==> src/rtl/div_iter_pkg.sv <==
// Shared CPU definitions: ALU operation codes and the iterative divider state encoding.
package div_iter_pkg;

    localparam logic [7:0] ALU_OP_NOP   = 8'b0000_0000;
    localparam logic [7:0] ALU_OP_ADD   = 8'b0010_0000;
    localparam logic [7:0] ALU_OP_SUB   = 8'b0010_0010;
    localparam logic [7:0] ALU_OP_MULT  = 8'b0001_1000;
    localparam logic [7:0] ALU_OP_MULTU = 8'b0001_1001;
    localparam logic [7:0] ALU_OP_DIV   = 8'b0001_1010;
    localparam logic [7:0] ALU_OP_DIVU  = 8'b0001_1011;

    typedef enum logic [1:0] {
        IDLE   = 2'b00,
        BYZERO = 2'b01,
        ON     = 2'b10,
        END    = 2'b11
    } div_state_t;

endpackage

==> src/rtl/div_abs.sv <==
// Conditional two's-complement negate; yields a magnitude when i_negate is the sign bit.
module div_abs #(
    parameter int WIDTH = 32
) (
    input  logic [WIDTH-1:0] i_value,
    input  logic             i_negate,
    output logic [WIDTH-1:0] o_value
);

    assign o_value = i_negate ? (~i_value + WIDTH'(1)) : i_value;

endmodule

==> src/rtl/div_iter.sv <==
// Multi-cycle restoring divider, signed or unsigned, one quotient bit per clock.
module div_iter
    import div_iter_pkg::*;
#(
    parameter int WIDTH = 32
) (
    input  logic                 clk,
    input  logic                 rst,
    input  logic                 start,
    input  logic                 annul,
    input  logic                 signed_div,
    input  logic [WIDTH-1:0]     opdata1,
    input  logic [WIDTH-1:0]     opdata2,
    output logic [2*WIDTH-1:0]   result,
    output logic                 ready,
    output logic                 busy,
    output logic                 div_zero
);

    localparam int CW = $clog2(WIDTH + 1);
    localparam logic [CW-1:0] LAST_STEP = CW'(WIDTH - 1);

    div_state_t         r_state;
    logic [CW-1:0]      r_cnt;
    logic [WIDTH-1:0]   r_rem;
    logic [WIDTH-1:0]   r_quo;
    logic [WIDTH-1:0]   r_divisor;
    logic               r_negQuo;
    logic               r_negRem;
    logic [2*WIDTH-1:0] r_result;
    logic               r_ready;
    logic               r_busy;
    logic               r_divZero;

    logic               w_negA;
    logic               w_negB;
    logic [WIDTH-1:0]   w_absA;
    logic [WIDTH-1:0]   w_absB;
    logic [WIDTH:0]     w_trial;
    logic               w_fits;
    logic [WIDTH-1:0]   w_nextRem;
    logic [WIDTH-1:0]   w_nextQuo;
    logic [WIDTH-1:0]   w_finalRem;
    logic [WIDTH-1:0]   w_finalQuo;

    assign w_negA = signed_div & opdata1[WIDTH-1];
    assign w_negB = signed_div & opdata2[WIDTH-1];

    div_abs #(.WIDTH(WIDTH)) u_absA (.i_value(opdata1), .i_negate(w_negA), .o_value(w_absA));
    div_abs #(.WIDTH(WIDTH)) u_absB (.i_value(opdata2), .i_negate(w_negB), .o_value(w_absB));

    // Partial remainder is always below the divisor, so one extra bit holds the shifted trial.
    assign w_trial   = {r_rem, r_quo[WIDTH-1]} - {1'b0, r_divisor};
    assign w_fits    = ~w_trial[WIDTH];
    assign w_nextRem = w_fits ? w_trial[WIDTH-1:0] : {r_rem[WIDTH-2:0], r_quo[WIDTH-1]};
    assign w_nextQuo = {r_quo[WIDTH-2:0], w_fits};

    div_abs #(.WIDTH(WIDTH)) u_fixQuo (.i_value(w_nextQuo), .i_negate(r_negQuo), .o_value(w_finalQuo));
    div_abs #(.WIDTH(WIDTH)) u_fixRem (.i_value(w_nextRem), .i_negate(r_negRem), .o_value(w_finalRem));

    always_ff @(posedge clk) begin
        if (rst) begin
            r_state   <= IDLE;
            r_cnt     <= '0;
            r_rem     <= '0;
            r_quo     <= '0;
            r_divisor <= '0;
            r_negQuo  <= 1'b0;
            r_negRem  <= 1'b0;
            r_result  <= '0;
            r_ready   <= 1'b0;
            r_busy    <= 1'b0;
            r_divZero <= 1'b0;
        end else begin
            case (r_state)
                IDLE: begin
                    r_ready <= 1'b0;
                    if (start && !annul) begin
                        r_quo     <= w_absA;
                        r_divisor <= w_absB;
                        r_rem     <= '0;
                        r_negQuo  <= w_negA ^ w_negB;
                        r_negRem  <= w_negA;
                        r_cnt     <= '0;
                        r_busy    <= 1'b1;
                        r_divZero <= 1'b0;
                        r_state   <= (opdata2 == '0) ? BYZERO : ON;
                    end
                end
                BYZERO: begin
                    r_busy <= 1'b0;
                    if (annul) begin
                        r_state <= IDLE;
                    end else begin
                        r_result  <= '0;
                        r_divZero <= 1'b1;
                        r_ready   <= 1'b1;
                        r_state   <= END;
                    end
                end
                ON: begin
                    if (annul) begin
                        r_busy  <= 1'b0;
                        r_cnt   <= '0;
                        r_state <= IDLE;
                    end else begin
                        r_rem <= w_nextRem;
                        r_quo <= w_nextQuo;
                        r_cnt <= r_cnt + CW'(1);
                        // The last step writes the sign-corrected result directly.
                        if (r_cnt == LAST_STEP) begin
                            r_result  <= {w_finalRem, w_finalQuo};
                            r_ready   <= 1'b1;
                            r_busy    <= 1'b0;
                            r_cnt     <= '0;
                            r_state   <= END;
                        end
                    end
                end
                END: begin
                    if (annul || !start) begin
                        r_ready <= 1'b0;
                        r_state <= IDLE;
                    end
                end
                default: begin
                    r_state <= IDLE;
                end
            endcase
        end
    end

    assign result   = r_result;
    assign ready    = r_ready;
    assign busy     = r_busy;
    assign div_zero = r_divZero;

endmodule

==> config.mk <==
export PLATFORM = sky130hd
export DESIGN_NAME = div_iter
export DESIGN_NICKNAME = d
export VERILOG_FILES = /design/src/rtl/div_iter_pkg.sv /design/src/rtl/div_abs.sv /design/src/rtl/div_iter.sv
export SDC_FILE = /design/constraint.sdc
export NUM_CORES = 1
export LEC_CHECK = 0
export CORE_MARGIN = 1
export CORE_UTILIZATION = 59
export DETAILED_ROUTE_END_ITERATION = 8
export DONT_BUFFER_PORTS = 1
export PLACE_DENSITY = 0.78
export SLEW_MARGIN = 20
export SYNTH_ARGS = -nofsm -noshare
export SYNTH_HDL_FRONTEND = slang
export SYNTH_SLANG_ARGS = --single-unit
==> constraint.sdc <==
create_clock -name clk -period 6 [get_ports clk]
set_input_delay 1.2 -clock clk [delete_from_list [all_inputs] [get_ports clk]]
set_output_delay 1.2 -clock clk [all_outputs]
set_load 0.005 [all_outputs]
==> flow_summary_export.csv, run 1 <==
group,metric,value,unit
outcome,status,"completed",
logic_synthesis,syn_inst,1593,
logic_synthesis,synth_top_family_by_area,"compound AO/OA/AOI/OAI gates",
setup_path,crit_arrival,5980,ps
logic_synthesis,synthAdderAreaFrac,4.56,%
finish,final_common_cell,"nor2_1",
logic_synthesis,ys_seq_area_share,28.9,%
place,portBuffers,0,
finish,final_cell_mix,"nor2_1 (200), nand2_1 (176), dfxtp_1 (173)",
logic_synthesis,synth-compound-area-share,26.2,%
clocking,clk_pin_slew,80,ps
setup_path,r2r-start,"r_quo[31]",
hold_path,hold_depth,2,
power,finalPower,4610,uW
clocking,cts_root_buffer,"clkbuf_16",
logic_synthesis,ys_types,82,
drt,route.detailed.drc,0,
clocking,postCtsResizedCells,0,
logic_synthesis,synthArstFlopShare,0,%
floorplan,design.die.area,20900,um2
clocking,cts_buffers,17,
job,cap_viol_max_count,0,
global_routing,grt_pass1_vias,10600,
global_routing,grt_antenna_before_repair,0,
finish,drive_gt1_share,5.18,%
logic_synthesis,synth_edf_count,0,
floorplan,io_pins,136,
setup_path,worstPathRequired,6330,ps
place,finalWeightedCongestion,0.997,
drt,wl_per_cell,19.5,um
floorplan,rows,51,
place,dp_hpwl,26100,um
finish,multiInputGateArea,7940,um2
setup_path,crit_path_top_delay_cell,"a311o_1",
place,placed_cell_area,12000,um2
sta,holdWs,467,ps
global_routing,grt_first_pass_wirelength,55000,um
power,leakagePower,0.00468,uW
drt,drt-initial-drc-count,1023,
logic_synthesis,ys.warnings.count,0,
hold_path,hp-class,"reg -> reg",
finish,final_area,12700,um2
floorplan,die_h,144,um
clocking,worstSkewPairLatency,440,ps
sta,fin_tns_setup,0,ps
drt,dr.pass1.iters,5,
setup_path,reg2reg_slack,350,ps
global_routing,grt_use_met3,9.44,%
setup_path,worstSetupStartpointType,"flop",
finish,nets,1644,
setup_path,critical_path_class,"reg -> reg",
clocking,clock_tree.buffer_depth,2,
setup_path,rr_worst_depth,22,
power,ir_drop,513,uV
floorplan,initial_core_util,60.9,%
clocking,cts_setup_buffers,0,
logic_synthesis,synthXorXnorAreaFrac,9.58,%
sta,finalHoldViolCount,0,
drt,routed_wl,35400,um
sta,clock.fmax,177,MHz
sta,maxSlewViolCount,0,
setup_path,critPathCaptureType,"flop",
finish,synthToLayoutAreaGrowth,5.74,%
setup_path,rr_endpoint,"result[62]",
global_routing,top_usage_layer,"met2",
global_routing,grtUsageMet2,50.8,%
drt,ant_nets,0,
finish,antenna_cells,0,
sta,finalCriticalPeriod,5650,ps
drt,avgViaCountPerCell,6.43,
clocking,cts_hold_buf,0,
floorplan,die_width,144,um
logic_synthesis,yosys_register_bits,173,
drt,num_vias,11600,
logic_synthesis,mappedNetlistNets,1705,
logic_synthesis,syn_area,12000,um2
global_routing,grt.total_usage,34.1,%
logic_synthesis,syn_area_per_cell,7.52,um2
hold_path,min_to,"r_divisor[0]",
logic_synthesis,synth.area.mux_share,2.98,%
sta,finalCritPeriodShare,94.2,%
clocking,clock_sinks,173,
power,p_per_area,364,nW/um2
global_routing,grt_max_degree,146,
sta,finalSetupViolCount,0,
finish,fillerInstances,1818,
finish,seqCellArea,3460,um2
setup_path,path_cells,"inv_1 > ha_1 > inv_1 > fa_1 > nand3_1 > a21o_1 > a21oi_2 > o31ai_1 > a311o_1 > nor2_4 > inv_2 > o21ai_0 > inv_1 > ha_1 > nand2_1 > or4_4 > or4_4 > or4_4 > a2bb2o_4 > o41ai_2 > xor2_1 > a22o_1",
sta,slew_headroom,24.2,%
floorplan,coreArea,19700,um2
sta,tightest_slew,1140,ps
clocking,cts_tree,"yes",
setup_path,path_max_fanout,9,
global_routing,gr-total-overflow,0,
clocking,htree_levels,4,
hold_path,min_from,"r_divisor[0]",
sta,skew,11.6,ps
logic_synthesis,synth-simple-area-share,22.8,%
sta,rsz0062_at_grt,"false",
logic_synthesis,yosys_most_used_dff,"dfxtp_1",
setup_path,max_stage_delay,500,ps
global_routing,met1_usage,46.7,%
[flip-flops by register name, summed over array words and instances, names as in the netlist]
name	count
busy	1
div_zero	1
r_cnt	6
r_divisor	32
r_negQuo	1
r_negRem	1
r_quo	32
r_rem	32
r_state	2
ready	1
result	64
[routing by layer]
layer  part of all wire, %  vias up  routed length [um]
met5                     0        -                   0
met1                    45     5413               16000
li1                      -     5628                   -
met3                   9.2       74                3260
met4                   2.8        0                 992
met2                    43      520               15100
[power breakdown]
group	switching [uW]	total (uW)	internal, uW
sequential	146	1410	1260
clock	567	1140	569
combinational	1360	2060	704
[worst max-delay path: cells and delay by family (launching register included)]
family / cells / cell delay (ps)
buf+inv: 4 / 340
fa+ha+maj: 3 / 800
compound gates: 8 / 2270
simple gates: 6 / 1670
xor+xnor: 1 / 110
flops: 1 / 330
[final cells by class]
cell class                      count  area share (%)
Clock buffer                       17            3.36
Clock inverter                     15            1.48
Inverter                           59            1.75
Multi-Input combinational cell   1269            62.7
Sequential cell                   173            27.4
Tap cell                          265            2.62
Timing Repair Buffer               12           0.712
[cells in the mapped netlist (12+ instances only)]
library cell	instances	area [um2]
and3_1	12	75.1
nand2_1	178	668
buf_2	12	60.1
ha_1	42	526
mux2i_1	30	300
a22o_1	26	228
a21o_1	22	165
a211oi_1	35	263
xor2_1	53	464
nand4_1	14	87.6
o31ai_1	20	150
nand3_1	31	155
clkbuf_1	72	270
o21ai_0	84	420
nor4_1	14	87.6
dfxtp_1	173	3460
xnor2_1	78	683
a21oi_1	133	666
a22oi_1	38	285
nor2_1	202	758
or4_1	14	105
inv_1	58	218
nor3_1	50	250
or3_1	23	144
o211ai_1	19	143
[logic make-up (layout without fill, tap and decap cells)]
kind of cell             after synthesis  count (layout)
XOR/XNOR                             131             131
multiplexers                          35              35
buffers and inverters                151             103
adder cells (fa/ha/maj)               43              43
AND/OR/NAND/NOR                      592             592
AO/OA/AOI/OAI                        468             468
flip-flops                           173             173
[metrics by stage]
stage / utilization (%) / instances / setup slack, ps
CTS: 64.4 / 1810 / 366
floorplan: - / 1593 / 254
detailed placement: 61.2 / 1778 / 418
global route: 64.4 / 1810 / 94.4
finish: 64.4 / 1810 / 349
global placement: 61.2 / 1778 / 646
[how the worst max path moves through the flow]
stage | start | endpoint | slack, ps | cells past startpoint
6_report | r_quo[31] | result[62] | 350 | 22
4_1_cts | r_quo[31] | result[62] | 370 | 23
2_1_floorplan | r_quo[31] | result[62] | 250 | 22
3_3_place_gp | r_quo[31] | result[62] | 650 | 23
3_5_place_dp | r_quo[31] | result[62] | 420 | 23
5_1_grt | r_quo[31] | result[62] | 90 | 22
(Power assumes the default switching activity.)
==> run 2, diff against run 1 <==
Settings changed: ABC_CLOCK_PERIOD_IN_PS from default to 6000, TNS_END_PERCENT from default to 10.
==> results of run 2 <==
Same layout as run 1: the final DEF is identical, and so are final timing and power.
